<file path="config.mk">
export PLATFORM = sky130hd
export DESIGN_NAME = diff_window_acc
export DESIGN_NICKNAME = d
export VERILOG_FILES = /design/src/rtl/diff_window_acc.sv
export SDC_FILE = /design/constraint.sdc
export NUM_CORES = 1
export LEC_CHECK = 0
export CORE_MARGIN = 2
export CORE_UTILIZATION = 35
export CTS_BUF_LIST = sky130_fd_sc_hd__clkbuf_8
export DETAILED_ROUTE_END_ITERATION = 8
export HOLD_SLACK_MARGIN = 0.06
export REMOVE_ABC_BUFFERS = 1
export SLEW_MARGIN = 40
export SYNTH_ARGS = -nofsm -noshare
export SYNTH_HDL_FRONTEND = slang
export SYNTH_SLANG_ARGS = --single-unit
</file>
<file path="constraint.sdc">
create_clock -name clk -period 5.6 [get_ports clk]
set_clock_uncertainty 0.05 [all_clocks]
set_input_delay 1.4 -clock clk [delete_from_list [all_inputs] [get_ports clk]]
set_output_delay 1.4 -clock clk [all_outputs]
set_load 0.02 [all_outputs]
</file>
<file path="src/rtl/diff_window_acc.sv">
// Sliding horizontal window sum of green-difference samples with a strict threshold flag.
// Optional DIFF_WIN_EDGE_EN: emit partial sums during row fill and expose out_full.
module diff_window_acc #(
  parameter int unsigned pixelBitWidth = 14,
  parameter int unsigned WIN           = 5,
  parameter int unsigned SUM_W         = 16
) (
  input  logic                       clk,
  input  logic                       rst,
  input  logic                       in_valid,
  input  logic                       in_sol,
  input  logic [pixelBitWidth-2:0]   in_diff,
  input  logic [SUM_W-1:0]           threshold,
  output logic                       out_valid,
  output logic [SUM_W-1:0]           out_sum,
  output logic                       out_flag,
`ifdef DIFF_WIN_EDGE_EN
  output logic                       out_full,
`endif
  output logic                       out_sol
);

  localparam int unsigned DIFF_W = pixelBitWidth - 1;
  localparam int unsigned CNT_W  = $clog2(WIN + 1);

  logic [DIFF_W-1:0] win_q [WIN];
  logic [DIFF_W-1:0] win_d [WIN];
  logic [SUM_W-1:0]  sum_q, sum_d;
  logic [CNT_W-1:0]  fill_q, fill_d;
  logic              mark_q, mark_d;
  logic              out_valid_q, out_valid_d;
  logic [SUM_W-1:0]  out_sum_q, out_sum_d;
  logic              out_flag_q, out_flag_d;
  logic              out_sol_q, out_sol_d;
  logic              full_c;
  logic              emit_c;
`ifdef DIFF_WIN_EDGE_EN
  logic              out_full_q, out_full_d;
`endif

  // Window update, fill tracking and output gating for one accepted sample
  always_comb begin
    win_d       = win_q;
    sum_d       = sum_q;
    fill_d      = fill_q;
    mark_d      = mark_q;
    out_valid_d = 1'b0;
    out_sum_d   = out_sum_q;
    out_flag_d  = out_flag_q;
    out_sol_d   = out_sol_q;
    full_c      = 1'b0;
    emit_c      = 1'b0;
`ifdef DIFF_WIN_EDGE_EN
    out_full_d  = out_full_q;
`endif
    if (in_valid) begin
      if (in_sol) begin
        for (int i = 0; i < WIN; i++) win_d[i] = '0;
        win_d[0] = in_diff;
        sum_d    = SUM_W'(in_diff);
        fill_d   = CNT_W'(1);
        mark_d   = 1'b1;
      end else begin
        win_d[0] = in_diff;
        for (int i = 1; i < WIN; i++) win_d[i] = win_q[i-1];
        // Exact: sum always contains the oldest entry, so the subtraction cannot underflow
        sum_d = sum_q + SUM_W'(in_diff) - SUM_W'(win_q[WIN-1]);
        if (fill_q != CNT_W'(WIN)) fill_d = fill_q + CNT_W'(1);
      end
      full_c = (fill_d == CNT_W'(WIN));
`ifdef DIFF_WIN_EDGE_EN
      emit_c     = 1'b1;
      out_full_d = full_c;
`else
      emit_c     = full_c;
`endif
      if (emit_c) begin
        out_valid_d = 1'b1;
        out_sum_d   = sum_d;
        out_flag_d  = (sum_d > threshold);
        out_sol_d   = mark_d;
        mark_d      = 1'b0;
      end
    end
  end

  // State and output registers
  always_ff @(posedge clk or posedge rst) begin
    if (rst) begin
      for (int i = 0; i < WIN; i++) win_q[i] <= '0;
      sum_q       <= '0;
      fill_q      <= '0;
      mark_q      <= 1'b0;
      out_valid_q <= 1'b0;
      out_sum_q   <= '0;
      out_flag_q  <= 1'b0;
      out_sol_q   <= 1'b0;
`ifdef DIFF_WIN_EDGE_EN
      out_full_q  <= 1'b0;
`endif
    end else begin
      for (int i = 0; i < WIN; i++) win_q[i] <= win_d[i];
      sum_q       <= sum_d;
      fill_q      <= fill_d;
      mark_q      <= mark_d;
      out_valid_q <= out_valid_d;
      out_sum_q   <= out_sum_d;
      out_flag_q  <= out_flag_d;
      out_sol_q   <= out_sol_d;
`ifdef DIFF_WIN_EDGE_EN
      out_full_q  <= out_full_d;
`endif
    end
  end

  assign out_valid = out_valid_q;
  assign out_sum   = out_sum_q;
  assign out_flag  = out_flag_q;
  assign out_sol   = out_sol_q;
`ifdef DIFF_WIN_EDGE_EN
  assign out_full  = out_full_q;
`endif

endmodule

</file>
==> flow_metrics.env, run 1 <==
export IMPL_status="finished, final reports clean"
export IMPL_start_util_pct=35.85
export IMPL_hold_class="reg2reg"
export IMPL_tritoncts="done"
export IMPL_multiInputGateArea_mm2=0.002512
export IMPL_cts_sinks=104
export IMPL_slew_viol_final=0
export IMPL_cp_end_kind="flop"
export IMPL_ys_async_sr_fraction_pct=100.0
export IMPL_start_kind="input pin"
export IMPL_finalCritPeriodShare_pct=96.34
export IMPL_portBuffers=51
export IMPL_die_y_um=131.6
export IMPL_yosys_warnings=0
export IMPL_viasPerCell=4.726
export IMPL_critPathMaxFanout=4
export IMPL_yosysTopAreaCell="dfrtp_1"
export IMPL_grt_pass1_vias=4359
export IMPL_fillers=1563
export IMPL_wl_um=12760
export IMPL_cap_viol_max_count=0
export IMPL_hold_viol_final=0
export IMPL_synth_seq_cells=104
export IMPL_tightestPinTransition_ns=0.7998
export IMPL_avgRoutedWirePerCell_um=14.12
export IMPL_p_per_area_mw_per_mm2=504.5
export IMPL_grt_ovfl_total=0
export IMPL_rows=46
export IMPL_seqCellArea_mm2=0.002603
export IMPL_io_pins=52
export IMPL_drt_iter0_markers=235
export IMPL_grt_usage_pct=15.59
export IMPL_root_buffer="clkbuf_8"
export IMPL_drive_gt1_share_pct=11.77
export IMPL_r2r_end="out_flag$_DFFE_PP0P_"
export IMPL_placed_area_mm2=0.006659
export IMPL_whs_endpoint="out_sol$_DFFE_PP0P_"
export IMPL_arrival_ns=5.60
export IMPL_final_core_util_pct=43.25
export IMPL_finalSetupViolations=0
export IMPL_nets=763
export IMPL_synth_top_area_share_pct=45.69
export IMPL_h_tree_depth=3
export IMPL_p_leak_nw=3.271
export IMPL_drtAntennaViolNets=0
export IMPL_r2r_worst_path_cells=16
export IMPL_drc_errors=0
export IMPL_synth_cell_types=47
export IMPL_min_path_cells=2
export IMPL_hold_start="out_sol$_DFFE_PP0P_"
export IMPL_crit_reg2reg_launch="win_q[1]$_DFFE_PP0P_"
export IMPL_chipWidth_um=131.6
export IMPL_crit_required_ns=5.81
export IMPL_cts_hold_buffers=0
export IMPL_grt_pass1_wl_um=21540
export IMPL_areaGrowthSynthToFinish_pct=20.63
export IMPL_synth_avg_cell_area_um2=9.306
export IMPL_clk_pin_slew_ns=0.09
export IMPL_clock_latency_ns=0.39
export IMPL_rsz0062_at_grt="false"
export IMPL_grt_max_degree=109
export IMPL_irDropWorstVdd_mv=0.2110
export IMPL_synthesis_area_mm2=0.005695
export IMPL_synthTopCellsByArea="dfrtp_1, inv_1, ha_1"
export IMPL_clockBufferDepth=2
export IMPL_fmax_mhz=185.4
export IMPL_cts_buffers=9
export IMPL_dr_total_vias=4272
export IMPL_n_antenna_cell=0
export IMPL_r2r_setup_slack_ns=1.36
export IMPL_core_area_mm2=0.01589
export IMPL_slew_headroom_pct=46.68
export IMPL_crit_start="in_diff[2]"
export IMPL_first_pass_iters=4
export IMPL_fin_crit_ns=5.395
export IMPL_fin_area_mm2=0.006870
export IMPL_critical_path_class="in2reg"
export IMPL_die_area_mm2=0.01731
export IMPL_ys_seq_area_share_pct=45.69
export IMPL_synth_edf_count=0
export IMPL_detailed_place_hpwl_um=9158
export IMPL_antenna_found_initial=0
export IMPL_synth_flop_cell="dfrtp_1"
export IMPL_gp_congestion=0.8416
export IMPL_netlist_instances=612
==> where the power goes <==
part | switching [W] | internal, W | leakage [nW]
registers | 0.0000778 | 0.000897 | 1.34
logic | 0.00107 | 0.000943 | 1.82
clock network | 0.000253 | 0.000227 | 0.109
==> cells in the mapped netlist (all sizes together), types with 8 or more instances <==
| library cell | number |
|---|---|
| inv | 130 |
| dfrtp | 104 |
| nand2 | 61 |
| o21ai | 48 |
| o22ai | 48 |
| ha | 34 |
| a21oi | 29 |
| nor2 | 24 |
| clkbuf | 21 |
| mux2 | 17 |
| fa | 13 |
| a21o | 8 |
| buf | 8 |
| xnor2 | 8 |
==> layout make-up <==
type                            instances  share of cell area [%]
Sequential cell                       104                   37.88
Multi-Input combinational cell        349                   36.57
Timing Repair Buffer                   89                   11.53
Inverter                              130                   7.175
Tap cell                              216                   3.934
Clock buffer                           11                   2.204
Clock inverter                          5                  0.7103
==> cells by family (layout without fill, tap and decap cells) <==
kind of cell	after synthesis	in the layout	share of synthesized area [%]
xor+xnor	13	13	1.999
flops	104	104	45.69
simple gates	110	110	8.656
fa+ha+maj	47	47	12.04
buf+inv	159	235	10.57
compound gates	158	158	16.98
mux	21	21	4.064
==> metal layers <==
metal	vias up	wire length (um)	track usage (%)
li1	2147	-	-
met1	2063	6076	20.10
met2	46	6123	25.89
met3	16	281	2.469
met4	0	282	6.944
met5	-	0	0
==> placed cells by master, fill, tap and decap left out, types with 8 or more instances in the layout <==
cell             count
nand2_1             61
clkbuf_8            11
fa_1                13
nor2_1              24
inv_1              132
a21oi_1             28
o22ai_1             48
o21ai_1             14
buf_4               38
a21o_1               8
dfrtp_1            104
xnor2_1              8
ha_1                34
mux2_2              17
clkdlybuf4s50_1     49
o21ai_0             34
==> worst max path at each step <==
stage	end	slack, ns	cells past startpoint
detailed placement	out_flag$_DFFE_PP0P_	-0.17	18
global placement	out_flag$_DFFE_PP0P_	-0.10	18
global route	out_flag$_DFFE_PP0P_	0.03	17
CTS	out_flag$_DFFE_PP0P_	0.23	18
finish	out_flag$_DFFE_PP0P_	0.21	18
floorplan	out_flag$_DFFE_PP0P_	0.60	17
==> state kept, by name, summed over array words and instances (netlist names) <==
name	flops
fill_q	3
mark_q	1
out_flag	1
out_sol	1
out_sum	16
out_valid	1
sum_q	16
win_q	65
==> timing repair <==
action	CTS	global route
buffers inserted	0	0
gates resized for setup	0	3
endpoints found under the setup margin	0	1
==> metrics by stage <==
stage               setup WS [ns]  setup TNS, ns  total power [W]  std cells  hold WS (ns)
finish                     0.2051              0         0.003466        904        0.4379
global route              0.03105              0         0.003757        904        0.4799
CTS                        0.2254              0         0.003483        904        0.4453
detailed placement        -0.1679        -0.1679         0.002987        888        0.4229
global placement          -0.1005        -0.1005         0.002952        888        0.4103
floorplan                  0.5986              0         0.002195        583        0.3960
==> critical path: stages <==
cell and delay, ns:
clkdlybuf4s50_1 0.51, inv_1 0.07, fa_1 0.53, inv_1 0.04
ha_1 0.32, a21oi_1 0.26, a21oi_2 0.10, o2111ai_1 0.26
nor2b_4 0.24, xor2_1 0.20, o21ai_0 0.10, ha_1 0.33
a21oi_1 0.14, nor2_1 0.05, a2111oi_0 0.40, nor3_1 0.13
a2111oi_2 0.39, o31ai_1 0.13
Power figures use the tool's default switching activity.
==> run 2: changes to the inputs <==
Settings changed: CELL_PAD_IN_SITES_DETAIL_PLACEMENT from default to 1, CELL_PAD_IN_SITES_GLOBAL_PLACEMENT from default to 2, PLACE_DENSITY_LB_ADDON from default to 0.1.
==> run 2 against run 1 <==
Clock power fell by 13%. Via count rose by 3.7%. Power rose by 1.4%. Combinational power rose by 5%. Non-clock buffer count rose by 11. Sequential cell count did not move. Sequential power barely moved. Core utilization rose by 0.31 points. Register-to-register slack improved by 0.06 ns. Cell count rose by 0.88%.
==> flow_metrics.env, run 2 (synthesized netlist as in run 1, its figures left out) <==
export IMPL_finalSetupViolations=0
export IMPL_dr_total_vias=4430
export IMPL_whs_endpoint="out_sum[0]$_DFFE_PP0P_"
export IMPL_critPathMaxFanout=4
export IMPL_p_per_area_mw_per_mm2=508.0
export IMPL_die_area_mm2=0.01731
export IMPL_first_pass_iters=4
export IMPL_p_sw_w=0.001465
export IMPL_final_common_cell="inv_1"
export IMPL_grt_max_degree=81
export IMPL_drc_errors=0
export IMPL_drt_iter0_markers=141
export IMPL_finalNonFillerCells=912
export IMPL_finalPower_w=0.003515
export IMPL_tritoncts="done"
export IMPL_combPwrFrac_pct=60.4
export IMPL_chipWidth_um=131.6
export IMPL_grt_pass1_wl_um=24510
export IMPL_p_int_w=0.002050
export IMPL_fmax_mhz=186.5
export IMPL_detailed_place_hpwl_um=10640
export IMPL_cts_hold_buffers=0
export IMPL_swShare_pct=41.69
export IMPL_nets=774
export IMPL_start_kind="input pin"
export IMPL_viasPerCell=4.857
export IMPL_min_path_cells=2
export IMPL_clockBufferDepth=2
export IMPL_grt_usage_pct=17.82
export IMPL_holdWs_ns=0.4433
export IMPL_dp_cells=898
export IMPL_p_leak_nw=3.282
export IMPL_hold_start="out_sum[0]$_DFFE_PP0P_"
export IMPL_largest_reg_flops=65
export IMPL_wl_um=14490
export IMPL_start_util_pct=35.85
export IMPL_clock_latency_ns=0.39
export IMPL_r2r_worst_path_cells=16
export IMPL_rows=46
export IMPL_core_area_mm2=0.01589
export IMPL_die_y_um=131.6
export IMPL_grt_pass1_vias=4824
export IMPL_critical_path_class="in2reg"
export IMPL_h_tree_depth=3
export IMPL_grt_ovfl_total=0
export IMPL_finalCritPeriodShare_pct=95.74
export IMPL_avgRoutedWirePerCell_um=15.89
export IMPL_drive_gt1_share_pct=13.65
export IMPL_hold_class="reg2reg"
export IMPL_cap_viol_max_count=0
export IMPL_gp_congestion=0.8317
export IMPL_root_buffer="clkbuf_8"
export IMPL_r2r_setup_slack_ns=1.42
export IMPL_portBuffers=51
export IMPL_clk_pin_slew_ns=0.09
export IMPL_cts_buffers=9
export IMPL_slew_headroom_pct=56.61
export IMPL_drtAntennaViolNets=0
export IMPL_io_pins=52
export IMPL_slew_viol_final=0
export IMPL_n_antenna_cell=0
export IMPL_r2r_end="out_flag$_DFFE_PP0P_"
export IMPL_status="finished, final reports clean"
export IMPL_seqPwrFrac_pct=27.7
export IMPL_arrival_ns=5.60
export IMPL_most_common_layout_cells="inv_1, dfrtp_1, nand2_1"
export IMPL_irDropWorstVdd_mv=0.1408
export IMPL_hold_viol_final=0
export IMPL_fin_crit_ns=5.361
export IMPL_pre_cts_slack_ns=-0.2567
export IMPL_worst_slack_ns=0.2385
export IMPL_cp_end_kind="flop"
export IMPL_cts_sinks=104
export IMPL_areaGrowthSynthToFinish_pct=21.49
export IMPL_largest_register="win_q"
export IMPL_tightestPinTransition_ns=0.6508
export IMPL_crit_reg2reg_launch="win_q[1]$_DFFE_PP0P_"
export IMPL_crit_required_ns=5.84
export IMPL_clock_power_share_pct=11.8
export IMPL_antenna_found_initial=0
run 2: repair_timing:
action                                  CTS  global route
endpoints found under the setup margin    0             1
gates resized for setup                   0             9
setup buffers                             0             1
run 2: worst max path at each step:
stage | start | end | slack (ns) | depth (start not counted)
CTS | in_diff[1] | out_flag$_DFFE_PP0P_ | 0.15 | 18
global route | in_diff[1] | out_flag$_DFFE_PP0P_ | -0.02 | 18
finish | in_diff[1] | out_flag$_DFFE_PP0P_ | 0.24 | 18
global placement | in_diff[1] | out_flag$_DFFE_PP0P_ | -0.14 | 18
floorplan | in_diff[1] | out_flag$_DFFE_PP0P_ | 0.60 | 17
detailed placement | in_diff[1] | out_flag$_DFFE_PP0P_ | -0.26 | 18
run 2: cell type report:
type	count	area, um^2
fill	1869	8966
sequential	104	2603
multi-input combinational	349	2530
timing repair buffer	100	870.8
inverter	130	495.5
tap	216	270.3
clock buffer	9	123.9
clock inverter	4	26.28
run 2: power groups by stage:
stage	registers, W	clock network (W)	logic [W]
2_1_floorplan	0.00104	0	0.00116
3_3_place_gp	0.000984	0	0.00206
3_5_place_dp	0.000993	0	0.00210
4_1_cts	0.000978	0.000433	0.00211
5_1_grt	0.000995	0.000460	0.00238
6_report	0.000975	0.000416	0.00212
run 2: worst max-delay path, stage by stage:
cell	delay (ns)
clkdlybuf4s50_1	0.50
inv_1	0.07
fa_1	0.53
inv_1	0.07
fa_2	0.40
a21o_1	0.21
a31o_1	0.25
o21ba_4	0.21
buf_4	0.15
a31oi_2	0.14
xor2_1	0.23
nor2_1	0.07
ha_1	0.34
nand3_1	0.11
or3_4	0.41
a211oi_2	0.24
a2111oi_2	0.06
o31ai_1	0.23
run 2: metrics by stage:
step / setup TNS, ns / util (%) / area (um^2)
after floorplan: 0 / - / 5582
after global placement: -0.1390 / 42.29 / 6718
after detailed placement: -0.2567 / 42.32 / 6723
after CTS: 0 / 43.27 / 6873
after global routing: -0.02331 / 43.56 / 6919
final: 0 / 43.56 / 6919
run 2: per-layer routing:
metal / global-route usage, % / vias up / part of all wire, %
li1: - / 2169 / -
met1: 23.87 / 2188 / 49
met2: 29.61 / 57 / 47
met3: 2.469 / 16 / 2.5
met4: 6.220 / 0 / 1.9
met5: 0 / - / 0
==> run 3: changes to the inputs <==
--- a/config.mk
+++ b/config.mk
@@ -8,5 +8,4 @@
 export CELL_PAD_IN_SITES_DETAIL_PLACEMENT = 1
 export CELL_PAD_IN_SITES_GLOBAL_PLACEMENT = 2
-export CORE_MARGIN = 2
 export CORE_UTILIZATION = 35
 export CTS_BUF_LIST = sky130_fd_sc_hd__clkbuf_8
--- a/constraint.sdc
+++ b/constraint.sdc
@@ -3,3 +3,3 @@
 set_input_delay 1.4 -clock clk [delete_from_list [all_inputs] [get_ports clk]]
 set_output_delay 1.4 -clock clk [all_outputs]
-set_load 0.02 [all_outputs]
+set_load 0.1 [all_outputs]
==> run 3 against run 2 <==
Maximum frequency is 0.50% higher. Design area hardly changed. Worst hold slack worse by 0.017 ns. Critical endpoint unchanged.
==> flow_metrics.env, run 3 (synthesized netlist as in run 1, its figures left out) <==
export IMPL_grt_pass1_wl_um=24680
export IMPL_finalCritPeriodShare_pct=95.27
export IMPL_detailed_place_hpwl_um=10940
export IMPL_clockBufferDepth=2
export IMPL_rsz0062_at_grt="false"
export IMPL_cts_hold_buffers=0
export IMPL_arrival_ns=5.58
export IMPL_wl_met3_um=360
export IMPL_core_area_mm2=0.01589
export IMPL_cp_end_kind="flop"
export IMPL_most_common_layout_cells="inv_1, dfrtp_1, nand2_1, buf_4, o22ai_1"
export IMPL_grt_ovfl_total=0
export IMPL_wl_met1_um=7432
export IMPL_drt_iter0_markers=160
export IMPL_first_pass_iters=4
export IMPL_cp_slowest_cell="fa_1"
export IMPL_worst_slack_ns=0.2650
export IMPL_final_common_cell="inv_1"
export IMPL_pre_cts_slack_ns=-0.2652
export IMPL_antenna_found_initial=0
export IMPL_cap_viol_max_count=0
export IMPL_wl_met2_um=6740
export IMPL_avgRoutedWirePerCell_um=15.97
export IMPL_io_pins=52
export IMPL_dr_total_vias=4466
export IMPL_setup_tns_ns=0
export IMPL_die_y_um=129.6
export IMPL_crit_required_ns=5.84
export IMPL_grt_pass1_vias=4810
export IMPL_irDropWorstVdd_mv=0.2095
export IMPL_finalSetupViolations=0
export IMPL_largest_reg_flops=65
export IMPL_fmax_mhz=187.4
export IMPL_hold_class="reg2reg"
export IMPL_portBuffers=51
export IMPL_gp_congestion=0.8360
export IMPL_viasPerCell=4.833
export IMPL_clk_pin_slew_ns=0.09
export IMPL_finalNonFillerCells=924
export IMPL_tritoncts="done"
export IMPL_hold_viol_final=0
export IMPL_cts_buffers=9
export IMPL_areaGrowthSynthToFinish_pct=21.57
export IMPL_drtAntennaViolNets=0
export IMPL_die_area_mm2=0.01679
export IMPL_clock_latency_ns=0.39
export IMPL_grt_usage_pct=19.42
export IMPL_chipWidth_um=129.6
export IMPL_slew_headroom_pct=53.72
export IMPL_largest_register="win_q"
export IMPL_rows=46
export IMPL_p_leak_nw=3.387
export IMPL_critical_path_class="in2reg"
export IMPL_root_buffer="clkbuf_8"
export IMPL_nets=785
export IMPL_cpPeakStageDelay_ns=0.53
export IMPL_start_kind="input pin"
export IMPL_tightestPinTransition_ns=0.6925
export IMPL_cp_top_family="adder cells"
export IMPL_p_per_area_mw_per_mm2=565.1
export IMPL_wl_um=14760
export IMPL_drive_gt1_share_pct=17.23
export IMPL_critPathMaxFanout=3
export IMPL_path_cells="clkdlybuf4s50_1 -> inv_1 -> fa_1 -> inv_1 -> ha_1 -> buf_4 -> nand3_1 -> nand2_1 -> a21oi_1 -> buf_4 -> o41ai_2 -> buf_4 -> xnor2_1 -> nor2_1 -> ha_1 -> nand3_1 -> or3_1 -> a211oi_2 -> a2111oi_1 -> o31ai_1"
export IMPL_cp_common_cell="buf_4"
export IMPL_n_antenna_cell=0
export IMPL_crit_buf_inv=6
export IMPL_slew_viol_final=0
export IMPL_dp_cells=909
export IMPL_drc_errors=0
export IMPL_fin_crit_ns=5.335
export IMPL_h_tree_depth=3
export IMPL_cts_sinks=104
export IMPL_holdWs_ns=0.4266
export IMPL_top_layer="met4"
export IMPL_grt_max_degree=80
export IMPL_status="finished, final reports clean"
export IMPL_start_util_pct=35.85
run 3: cell count changes in the layout (fill, tap and decap cells not counted), moves of 3 or more:
cell,change
clkinvlp_4,-3
buf_2,+19
clkdlybuf4s50_1,-19
buf_4,+11
run 3: final timing paths:
kind                                          from                       to  slack, ns  cells after the start
setup / recovery                        in_diff[2]     out_flag$_DFFE_PP0P_       0.26                     20
max in group asynchronous                      rst     win_q[3]$_DFFE_PP0P_       3.31                      3
setup reg to reg              win_q[2]$_DFFE_PP0P_     out_flag$_DFFE_PP0P_       1.44                     18
hold / removal             out_sum[10]$_DFFE_PP0P_  out_sum[10]$_DFFE_PP0P_       0.43                      2
min in group asynchronous                      rst    fill_q[1]$_DFFE_PP0P_       1.41                      2
hold reg to reg            out_sum[10]$_DFFE_PP0P_  out_sum[10]$_DFFE_PP0P_       0.43                      2
run 3: through the flow:
stage / util [%] / power [W] / cell area, um^2
global placement: 42.81 / 0.003415 / 6800
finish: 43.59 / 0.003912 / 6924
floorplan: - / 0.002518 / 5582
CTS: 43.39 / 0.003922 / 6893
detailed placement: 42.23 / 0.003424 / 6708
global route: 43.59 / 0.004223 / 6924
run 3: worst register-to-register path, stage by stage, from the launching register on:
cell and delay (ns):
dfrtp_1 0.41, fa_1 0.51, inv_1 0.04, ha_1 0.30, buf_4 0.12, nand3_1 0.11
nand2_1 0.11, a21oi_1 0.13, buf_4 0.17, o41ai_2 0.44, buf_4 0.18, xnor2_1 0.13
nor2_1 0.07, ha_1 0.33, nand3_1 0.09, or3_1 0.41, a211oi_2 0.16, a2111oi_1 0.07
o31ai_1 0.22
run 3: cell type report:
| class | instances | area (um^2) |
|---|---|---|
| fill | 1863 | 8961 |
| sequential | 104 | 2603 |
| multi-input combinational | 349 | 2512 |
| timing repair buffer | 111 | 858.3 |
| inverter | 130 | 495.5 |
| tap | 216 | 270.3 |
| clock buffer | 10 | 137.6 |
| clock inverter | 4 | 47.55 |
run 3: power by group:
part / internal [W] / switching, W / leakage, nW
Sequential: 0.000897 / 0.0000761 / 1.34
Combinational: 0.000989 / 0.00147 / 1.95
Clock: 0.000213 / 0.000265 / 0.0994
run 3: per-layer routing:
layer	up-vias	GRT usage, %
met4	0	6.772
met1	2197	26.92
met2	57	31.02
li1	2197	-
met3	15	2.766
met5	-	0
run 3: repair_timing:
action,4_1_cts,5_1_grt
endpoints found under the hold margin,0,0
setup endpoints to repair,0,1
resized for setup,0,5
setup buffers,0,1
